<file path="src/rtl/toy_mcore_seq_if.sv">
// rtl/toy_mcore_seq_if.sv - command handshake, operand buffer strobes and mesh control bundle
// slave is the sequencer side, master is the command source / mesh side.
interface toy_mcore_seq_if #(
   parameter int N   = 4,
   parameter int K_W = 8
);
   localparam int IW = (N > 1) ? $clog2(N) : 1;

   logic             cmd_valid;
   logic             cmd_ready;
   logic [K_W-1:0]   cmd_k;
   logic             cmd_preload;
   logic             busy;
   logic             b_rd_en;
   logic [IW-1:0]    b_rd_idx;
   logic [N-1:0]     a_rd_en;
   logic [N*K_W-1:0] a_rd_idx;
   logic [N-1:0]     load_en;
   logic [N-1:0]     din_en;
   logic [N-1:0]     shift_en;
   logic             out_valid;
   logic [IW-1:0]    out_col_idx;
   logic             done;

   modport master (
      output cmd_valid, cmd_k, cmd_preload,
      input  cmd_ready, busy, b_rd_en, b_rd_idx, a_rd_en, a_rd_idx,
             load_en, din_en, shift_en, out_valid, out_col_idx, done
   );

   modport slave (
      input  cmd_valid, cmd_k, cmd_preload,
      output cmd_ready, busy, b_rd_en, b_rd_idx, a_rd_en, a_rd_idx,
             load_en, din_en, shift_en, out_valid, out_col_idx, done
   );
endinterface

</file>
<file path="src/rtl/toy_mcore_seq.sv">
// rtl/toy_mcore_seq.sv - tile sequencer for the NxN systolic PE mesh
// One phase counter t, cleared on every state change; outputs decode state and t only.
module toy_mcore_seq #(
   parameter int N   = 4,
   parameter int K_W = 8
) (
   input logic            clk,
   input logic            rst,
   toy_mcore_seq_if.slave bus
);
   localparam int IW = (N > 1) ? $clog2(N) : 1;
   localparam int TW = K_W + IW + 1;

   typedef enum logic [2:0] {IDLE, PRELOAD, STREAM, DRAIN, SHIFT, DONE} state_t;

   state_t         state;
   state_t         state_nx;
   logic [TW-1:0]  t;
   logic [K_W-1:0] k_q;
   logic [N-1:0]   a_en;
   logic [N-1:0]   din_q;
   logic           accept;
   logic [TW-1:0]  stream_last;

   assign accept      = bus.cmd_valid && bus.cmd_ready;
   assign stream_last = TW'(k_q) + TW'(N - 2);

   always_ff @(posedge clk) begin
      if (rst) begin
         state <= IDLE;
         t     <= '0;
         k_q   <= '0;
         din_q <= '0;
      end else begin
         state <= state_nx;
         t     <= (state_nx != state || state == IDLE) ? '0 : t + TW'(1);
         if (accept) k_q <= bus.cmd_k;
         din_q <= a_en;
      end
   end

   always_comb begin
      state_nx = state;
      case (state)
         IDLE: begin
            if (accept) begin
               if (bus.cmd_k == '0)     state_nx = DONE;
               else if (bus.cmd_preload) state_nx = PRELOAD;
               else                      state_nx = STREAM;
            end
         end
         PRELOAD: if (t == TW'(N))         state_nx = STREAM;
         STREAM:  if (t == stream_last)    state_nx = DRAIN;
         DRAIN:   if (t == TW'(2 * N - 1)) state_nx = SHIFT;
         SHIFT:   if (t == TW'(N - 1))     state_nx = DONE;
         DONE:                             state_nx = IDLE;
         default:                          state_nx = IDLE;
      endcase
   end

   // Row r streams its k vectors in the window r <= t < r+k (diagonal skew).
   always_comb begin
      a_en         = '0;
      bus.a_rd_idx = '0;
      for (int r = 0; r < N; r++) begin
         if (state == STREAM && t >= TW'(r) && t < TW'(r) + TW'(k_q)) begin
            a_en[r]                      = 1'b1;
            bus.a_rd_idx[r*K_W +: K_W]   = K_W'(t - TW'(r));
         end
      end
   end

   assign bus.cmd_ready   = (state == IDLE) && !rst;
   assign bus.busy        = (state != IDLE);
   assign bus.b_rd_en     = (state == PRELOAD) && (t < TW'(N));
   assign bus.b_rd_idx    = bus.b_rd_en ? IW'(TW'(N - 1) - t) : '0;
   assign bus.load_en     = {N{(state == PRELOAD) && (t != '0)}};
   assign bus.a_rd_en     = a_en;
   assign bus.din_en      = din_q;
   assign bus.shift_en    = {N{state == SHIFT}};
   assign bus.out_valid   = (state == SHIFT);
   assign bus.out_col_idx = bus.out_valid ? IW'(t) : '0;
   assign bus.done        = (state == DONE);
endmodule

</file>
<file path="src/flat_wrapper.sv">
// flat-port wrapper written by rule: the top's interface ports become plain ports
module toy_mcore_seq_flat 
#(
   parameter int N   = 4,
   parameter int K_W = 8
)
  (clk, rst, bus_cmd_valid, bus_cmd_k, bus_cmd_preload, bus_cmd_ready, bus_busy, bus_b_rd_en, bus_b_rd_idx, bus_a_rd_en, bus_a_rd_idx, bus_load_en, bus_din_en, bus_shift_en, bus_out_valid, bus_out_col_idx, bus_done);
  toy_mcore_seq_if #(.N(N), .K_W(K_W)) bus_i ();
  input logic clk;
  input logic rst;
  input wire logic [$bits(bus_i.cmd_valid)-1:0] bus_cmd_valid;
  input wire logic [$bits(bus_i.cmd_k)-1:0] bus_cmd_k;
  input wire logic [$bits(bus_i.cmd_preload)-1:0] bus_cmd_preload;
  output wire logic [$bits(bus_i.cmd_ready)-1:0] bus_cmd_ready;
  output wire logic [$bits(bus_i.busy)-1:0] bus_busy;
  output wire logic [$bits(bus_i.b_rd_en)-1:0] bus_b_rd_en;
  output wire logic [$bits(bus_i.b_rd_idx)-1:0] bus_b_rd_idx;
  output wire logic [$bits(bus_i.a_rd_en)-1:0] bus_a_rd_en;
  output wire logic [$bits(bus_i.a_rd_idx)-1:0] bus_a_rd_idx;
  output wire logic [$bits(bus_i.load_en)-1:0] bus_load_en;
  output wire logic [$bits(bus_i.din_en)-1:0] bus_din_en;
  output wire logic [$bits(bus_i.shift_en)-1:0] bus_shift_en;
  output wire logic [$bits(bus_i.out_valid)-1:0] bus_out_valid;
  output wire logic [$bits(bus_i.out_col_idx)-1:0] bus_out_col_idx;
  output wire logic [$bits(bus_i.done)-1:0] bus_done;
  assign bus_i.cmd_valid = bus_cmd_valid;
  assign bus_i.cmd_k = bus_cmd_k;
  assign bus_i.cmd_preload = bus_cmd_preload;
  assign bus_cmd_ready = bus_i.cmd_ready;
  assign bus_busy = bus_i.busy;
  assign bus_b_rd_en = bus_i.b_rd_en;
  assign bus_b_rd_idx = bus_i.b_rd_idx;
  assign bus_a_rd_en = bus_i.a_rd_en;
  assign bus_a_rd_idx = bus_i.a_rd_idx;
  assign bus_load_en = bus_i.load_en;
  assign bus_din_en = bus_i.din_en;
  assign bus_shift_en = bus_i.shift_en;
  assign bus_out_valid = bus_i.out_valid;
  assign bus_out_col_idx = bus_i.out_col_idx;
  assign bus_done = bus_i.done;
  toy_mcore_seq #(.N(N), .K_W(K_W)) u_core (.clk(clk), .rst(rst), .bus(bus_i));
endmodule
</file>
<file path="config.mk">
export PLATFORM = sky130hd
export DESIGN_NAME = toy_mcore_seq_flat
export DESIGN_NICKNAME = d
export VERILOG_FILES = /design/src/rtl/toy_mcore_seq_if.sv /design/src/rtl/toy_mcore_seq.sv /design/src/flat_wrapper.sv
export SDC_FILE = /design/constraint.sdc
export NUM_CORES = 1
export LEC_CHECK = 0
export ABC_CLOCK_PERIOD_IN_PS = 3700
export CAP_MARGIN = 25
export CORE_MARGIN = 4
export CORE_UTILIZATION = 51
export CTS_CLUSTER_SIZE = 14
export DETAILED_ROUTE_END_ITERATION = 7
export PLACE_DENSITY = 0.86
export SLEW_MARGIN = 40
export SYNTH_ARGS = -nofsm -noshare
export SYNTH_HDL_FRONTEND = slang
export SYNTH_SLANG_ARGS = --single-unit
</file>
<file path="constraint.sdc">
create_clock -name clk -period 3.7 [get_ports clk]
set_input_delay 0.555 -clock clk [delete_from_list [all_inputs] [get_ports clk]]
set_output_delay 0.555 -clock clk [all_outputs]
set_load 0.02 [all_outputs]
</file>
Word-level counts from Yosys, hierarchy flattened

Cells that the tools add are included.

Add/subtract/negate cells: 8
Order comparisons: 9
Eq/ne operators: 10
Multiplexer cells: 18
Reductions and logical operators: 19

Operators with widths:

| operator                                                     | count |
|---|---|
| less-than comparator 11 x 9 -> 1 bit                         | 3 |
| two-way mux 8 bit                                            | 4 |
| == test 11 x 3 -> 1 bit (second input constant)              | 2 |
| >= comparator 11 x 1 -> 1 bit (second input constant)        | 2 |
| >= comparator 11 x 2 -> 1 bit (second input constant)        | 2 |
| two-way mux 3 bit                                            | 6 |
| subtractor 8 x 2 -> 8 bit (second input constant)            | 2 |
| one-hot mux 3 bit (5 select lines)                           | 1 |
| logical AND 1 bit                                            | 12 |
| adder 11 x 1 -> 11 bit (second input constant)               | 1 |
| == test 11 x 2 -> 1 bit (second input constant)              | 1 |
| == test 11 x 9 -> 1 bit                                      | 1 |
| less-than comparator 11 x 3 -> 1 bit (second input constant) | 1 |
| less-than comparator 11 x 8 -> 1 bit                         | 1 |
| nonzero test 11 bit                                          | 1 |
| adder 1 x 8 -> 9 bit (first input constant)                  | 1 |
| adder 2 x 8 -> 9 bit (first input constant)                  | 1 |
| adder 8 x 2 -> 9 bit (second input constant)                 | 1 |
| logical NOT 8 bit                                            | 1 |
| subtractor 8 x 1 -> 8 bit (second input constant)            | 1 |
| == test 3 x 2 -> 1 bit (second input constant)               | 2 |
| == test 3 bit (second input constant)                        | 2 |
| two-way mux 2 bit                                            | 3 |
| two-way mux 1 bit                                            | 4 |
| 8 further kinds                                              | 8 |

Input port bits: 12
Output and inout port bits: 57
Register bits after elaboration: 26
Logic and storage cells: 68

Longest topological paths before layout

Word-level depth: 8
Gate-level depth with buffers: 12
Gate-level depth less buffers: 10

Worst setup path after synthesis

Ideal clock, no wire load.

Kind: reg2out
Start: reg u_core.k_q[3]
End: out bus_a_rd_idx[11]
Setup slack: 0.329 ns
Buffers on the path: 1
Stages on the path, launching flop included: 12
Arrival time: 2.816 ns
Required time: 3.145 ns
Cells stage by stage: dfxtp_1 clkbuf_1 clkinv_1 nor3_1 nand2_1 nor2_1 xnor2_1 ha_1 a21o_1 a211oi_1 nand2_1 a211oi_1

Longest elaborated chain between the ends: 4

RTL lines:

| item                                 | RTL line            | RTL |
|---|---|---|
| start: declaration                   | toy_mcore_seq.sv:19 | `logic [K_W-1:0] k_q;` |
| start signal: assignment             | toy_mcore_seq.sv:37 | `if (accept) k_q <= bus.cmd_k;` |
| adder 1 x 8 -> 9 bit                 | toy_mcore_seq.sv:66 | `if (state == STREAM && t >= TW'(r) && t < TW'(r) + TW'(k_q)) begin` |
| less-than comparator 11 x 9 -> 1 bit | toy_mcore_seq.sv:66 |  |
| logical AND 1 bit                    | toy_mcore_seq.sv:66 |  |
| two-way mux 8 bit                    | toy_mcore_seq.sv:66 |  |
| end: declaration                     | flat_wrapper.sv:19  | `output wire logic [$bits(bus_i.a_rd_idx)-1:0] bus_a_rd_idx;` |

Every way passes these cells.

Final worst setup path

Start: reg u_core.k_q[1]
End: out bus_a_rd_idx[31]

Longest elaborated chain between the ends: 4

RTL lines:

| item                                 | RTL line |
|---|---|
| adder 2 x 8 -> 9 bit                 | toy_mcore_seq.sv:66 |
| less-than comparator 11 x 9 -> 1 bit | toy_mcore_seq.sv:66 |
| logical AND 1 bit                    | toy_mcore_seq.sv:66 |
| two-way mux 8 bit                    | toy_mcore_seq.sv:66 |

Every way passes these cells.

==> results.cfg <==
[routing]
drt_iter0_markers = 284
routedWlPerCell_um = 17.2
ant_nets = 0
drt-total-wl_um = 9170
vias = 3104
routed_via_density = 5.83
drc = 0
first_pass_iters = 4

[run]
drv_cap = 0

[power_and_ir_drop]
p_total_uw = 809
p_leak_uw = 0.00181
vdd_drop_max_v = 0.000124
p_per_area_nw_per_um2 = 208

[clock_network]
root_buffer = clkbuf_8
cts_htree_levels = 1
clk_latency_ns = 0.28
cts.clk_slew.worst_paths_ns = 0.10
numClockSinks = 26
cts_setup_buffers = 0
ctsResizeCount = 28
cts_tree = done
cts_buffers = 3
cts_buffer_depth = 2
cts_hold_buf = 0

[cells_and_area]
final_nets = 520
antenna_cells = 0
syn_to_final_growth_pct = 30.9
drive_gt1_share_pct = 12.4

[critical_path]
ff2ff_setup_slack_ns = 0.78
r2r_cells = 11
r2r_end = u_core.t[1]$_SDFF_PP0_
cp-start-kind = flop
cp_max_fo = 10
crit_type = reg -> out
regToRegStartpoint = u_core.k_q[4]$_SDFFE_PP0P_
crit_arrival_ns = 2.99
required_ns = 3.14
endpoint_kind = output port

[synthesis]
synth-seq-area-share_pct = 17.5
synth_cells = 386
synthSimpleGateAreaFrac_pct = 30.7
synthAdderAreaFrac_pct = 19.8
synth_xor_area_share_pct = 11.8
yosys_warnings = 0
synth_mux_area_share_pct = 0
synth_top_family_by_area = simple AND/OR/NAND/NOR gates
synthArstFlopShare_pct = 0
yosys_register_bits = 26
synth_edf_count = 0
synth_area_sq_um = 2970
synth_flop_cell = dfxtp_1
synth_compound_area_share_pct = 13.3
avgSynthCellArea_sq_um = 7.69
ys_types = 46
synth_fp_nets = 445

[die]
start_util_pct = 53.2
io_pins = 69
dieHeight_um = 84.3
fp.dieArea_sq_um = 7100
rows = 27
dieWidth_um = 84.3
core_area_sq_um = 5570

[timing]
setup_ws_ns = 0.157
skew_ns = 0.00186
period_minus_slack_ns = 3.54
setup_tns_ns = 0
fin_crit_sh_pct = 95.7
worstMarginPinSlew_ns = 0.530
maxSlewViolCount = 0
slew_headroom_pct = 64.5
rsz0062_at_grt = false
hold_viol_final = 0
setup_violations = 0
fmax_ghz = 0.282

[hold_path]
whs_path_depth = 2
hp-class = reg -> reg
min_to = u_core.k_q[6]$_SDFFE_PP0P_
hp-start = u_core.k_q[6]$_SDFFE_PP0P_

[grt]
antenna_found_initial = 0
grt.met2_usage_pct = 43.0
top_usage_layer = met2
grt_pass1_vias = 3142
grt_usage_pct = 25.7
grt_start_max_net_pins = 20
overflow = 0
grt_pass1_wl_um = 15100
met1_usage_pct = 33.8
grt_use_met3_pct = 3.14

[status]
status = finished clean

[placement]
hpwl_um = 6870
gp_congestion = 0.948
io_buffers = 68
pre_cts_slack_ns = 0.0148
[cell families (layout without fill, tap and decap cells)]
| group | count (synthesis) | count (layout) |
|---|---|---|
| xor gates and xnor gates | 40 | 40 |
| and+or+nand+nor | 176 | 176 |
| buffers and inverters | 43 | 117 |
| adders and majority gates | 47 | 47 |
| AOI/OAI and AO/OA | 54 | 54 |
| DFF | 26 | 26 |
[flip-flops by register name, indices dropped and copies added (netlist names)]
name,cells
u_core.bus.din_en,4
u_core.state,3
u_core.t,11
u_core.k_q,8
[critical path, stage by stage, from the launching register on]
cell,delay [ns]
dfxtp_2,0.41
inv_1,0.11
ha_1,0.22
a21oi_2,0.21
nor2_1,0.08
xnor2_1,0.20
ha_1,0.29
a21o_1,0.19
a21oi_1,0.22
o311ai_4,0.21
nor3_1,0.21
dlygate4sd2_1,0.36
[layer usage]
layer / part of all wire [%] / wire length (um)
met1: 43 / 3950
met2: 48 / 4360
met3: 6.7 / 616
met4: 2.6 / 239
met5: 0 / 0
[synth_stat cells, types with 2 or more instances]
cell       n  share of area, %
nor3b_1    8               2.0
buf_1      2              0.25
dfxtp_1   26                18
o221ai_1   2              0.59
or4_1      2              0.51
clkinv_1   3              0.38
nand3_1   19               3.2
o21ai_0    5              0.84
nand2_1   32               4.0
buf_4      7               1.8
clkbuf_1  15               1.9
nand3b_1   8               2.0
inv_1     13               1.6
or3_1      4              0.84
ha_1      47                20
xor2_1    12               3.5
a21boi_0   2              0.51
o21a_1     4               1.0
nor4_1     5               1.1
nand2b_1   8               1.7
buf_6      2              0.76
or4_4      2              0.76
nor2_1    36               4.6
a21o_1     5               1.3
o31ai_2    3               1.3
nor2b_1    5               1.1
o22ai_1    2              0.42
and4_1     2              0.59
and3_1     5               1.1
a211oi_1   3              0.76
nor3_1    31               5.2
xnor2_1   28               8.3
nand4_1    6               1.3
a21oi_1   18               3.0
a31oi_1    3              0.63
[stage by stage]
| step | util (%) | cell area, sq um | instances | hold slack (ns) |
|---|---|---|---|---|
| after floorplan | - | 2970 | 386 | 0.492 |
| after global placement | 68.5 | 3820 | 528 | 0.510 |
| after detailed placement | 68.5 | 3820 | 528 | 0.518 |
| after CTS | 69.6 | 3880 | 532 | 0.531 |
| after global routing | 69.7 | 3880 | 532 | 0.547 |
| final | 69.7 | 3880 | 532 | 0.535 |
[how the worst max path moves through the flow]
stage / start / end / slack [ns] / cells after the start
CTS: u_core.k_q[3]$_SDFFE_PP0P_ / bus_a_rd_idx[16] / 0.00006 / 12
global placement: u_core.k_q[1]$_SDFFE_PP0P_ / bus_a_rd_idx[27] / 0.07 / 11
floorplan: u_core.k_q[3]$_SDFFE_PP0P_ / bus_a_rd_idx[11] / 0.33 / 11
detailed placement: u_core.k_q[1]$_SDFFE_PP0P_ / bus_a_rd_idx[26] / 0.01 / 11
global route: u_core.k_q[1]$_SDFFE_PP0P_ / bus_a_rd_idx[31] / 0.005 / 11
finish: u_core.k_q[1]$_SDFFE_PP0P_ / bus_a_rd_idx[31] / 0.16 / 11
[layout make-up]
class,instances,area (sq um)
Fill cell,448,1690
Clock inverter,1,30.0
Inverter,16,60.1
Multi-Input combinational cell,317,2280
Clock buffer,3,41.3
Timing Repair Buffer,97,861
Sequential cell,26,524
Tap cell,72,90.1
[report_power, final]
part | switching [uW] | internal, uW | leakage, uW
clock | 100 | 145 | 0.0000357
sequential | 13.4 | 291 | 0.000213
combinational | 145 | 114 | 0.00156
total | 259 | 550 | 0.00181
[placed cells by master (no fill, tap or decap), drive strengths merged, types with 6 or more instances in the layout]
cell type and count:
nand4 6, nor3 32, xnor2 28, clkdlybuf4s50 41
dlygate4sd2 12, xor2 12, nor3b 8, nor2 36
buf 29, nand2b 8, nand3b 8, nand2 32
nand3 19, inv 13, a21oi 18, ha 47
clkbuf 9, dfxtp 26
(Power assumes the default switching activity.)
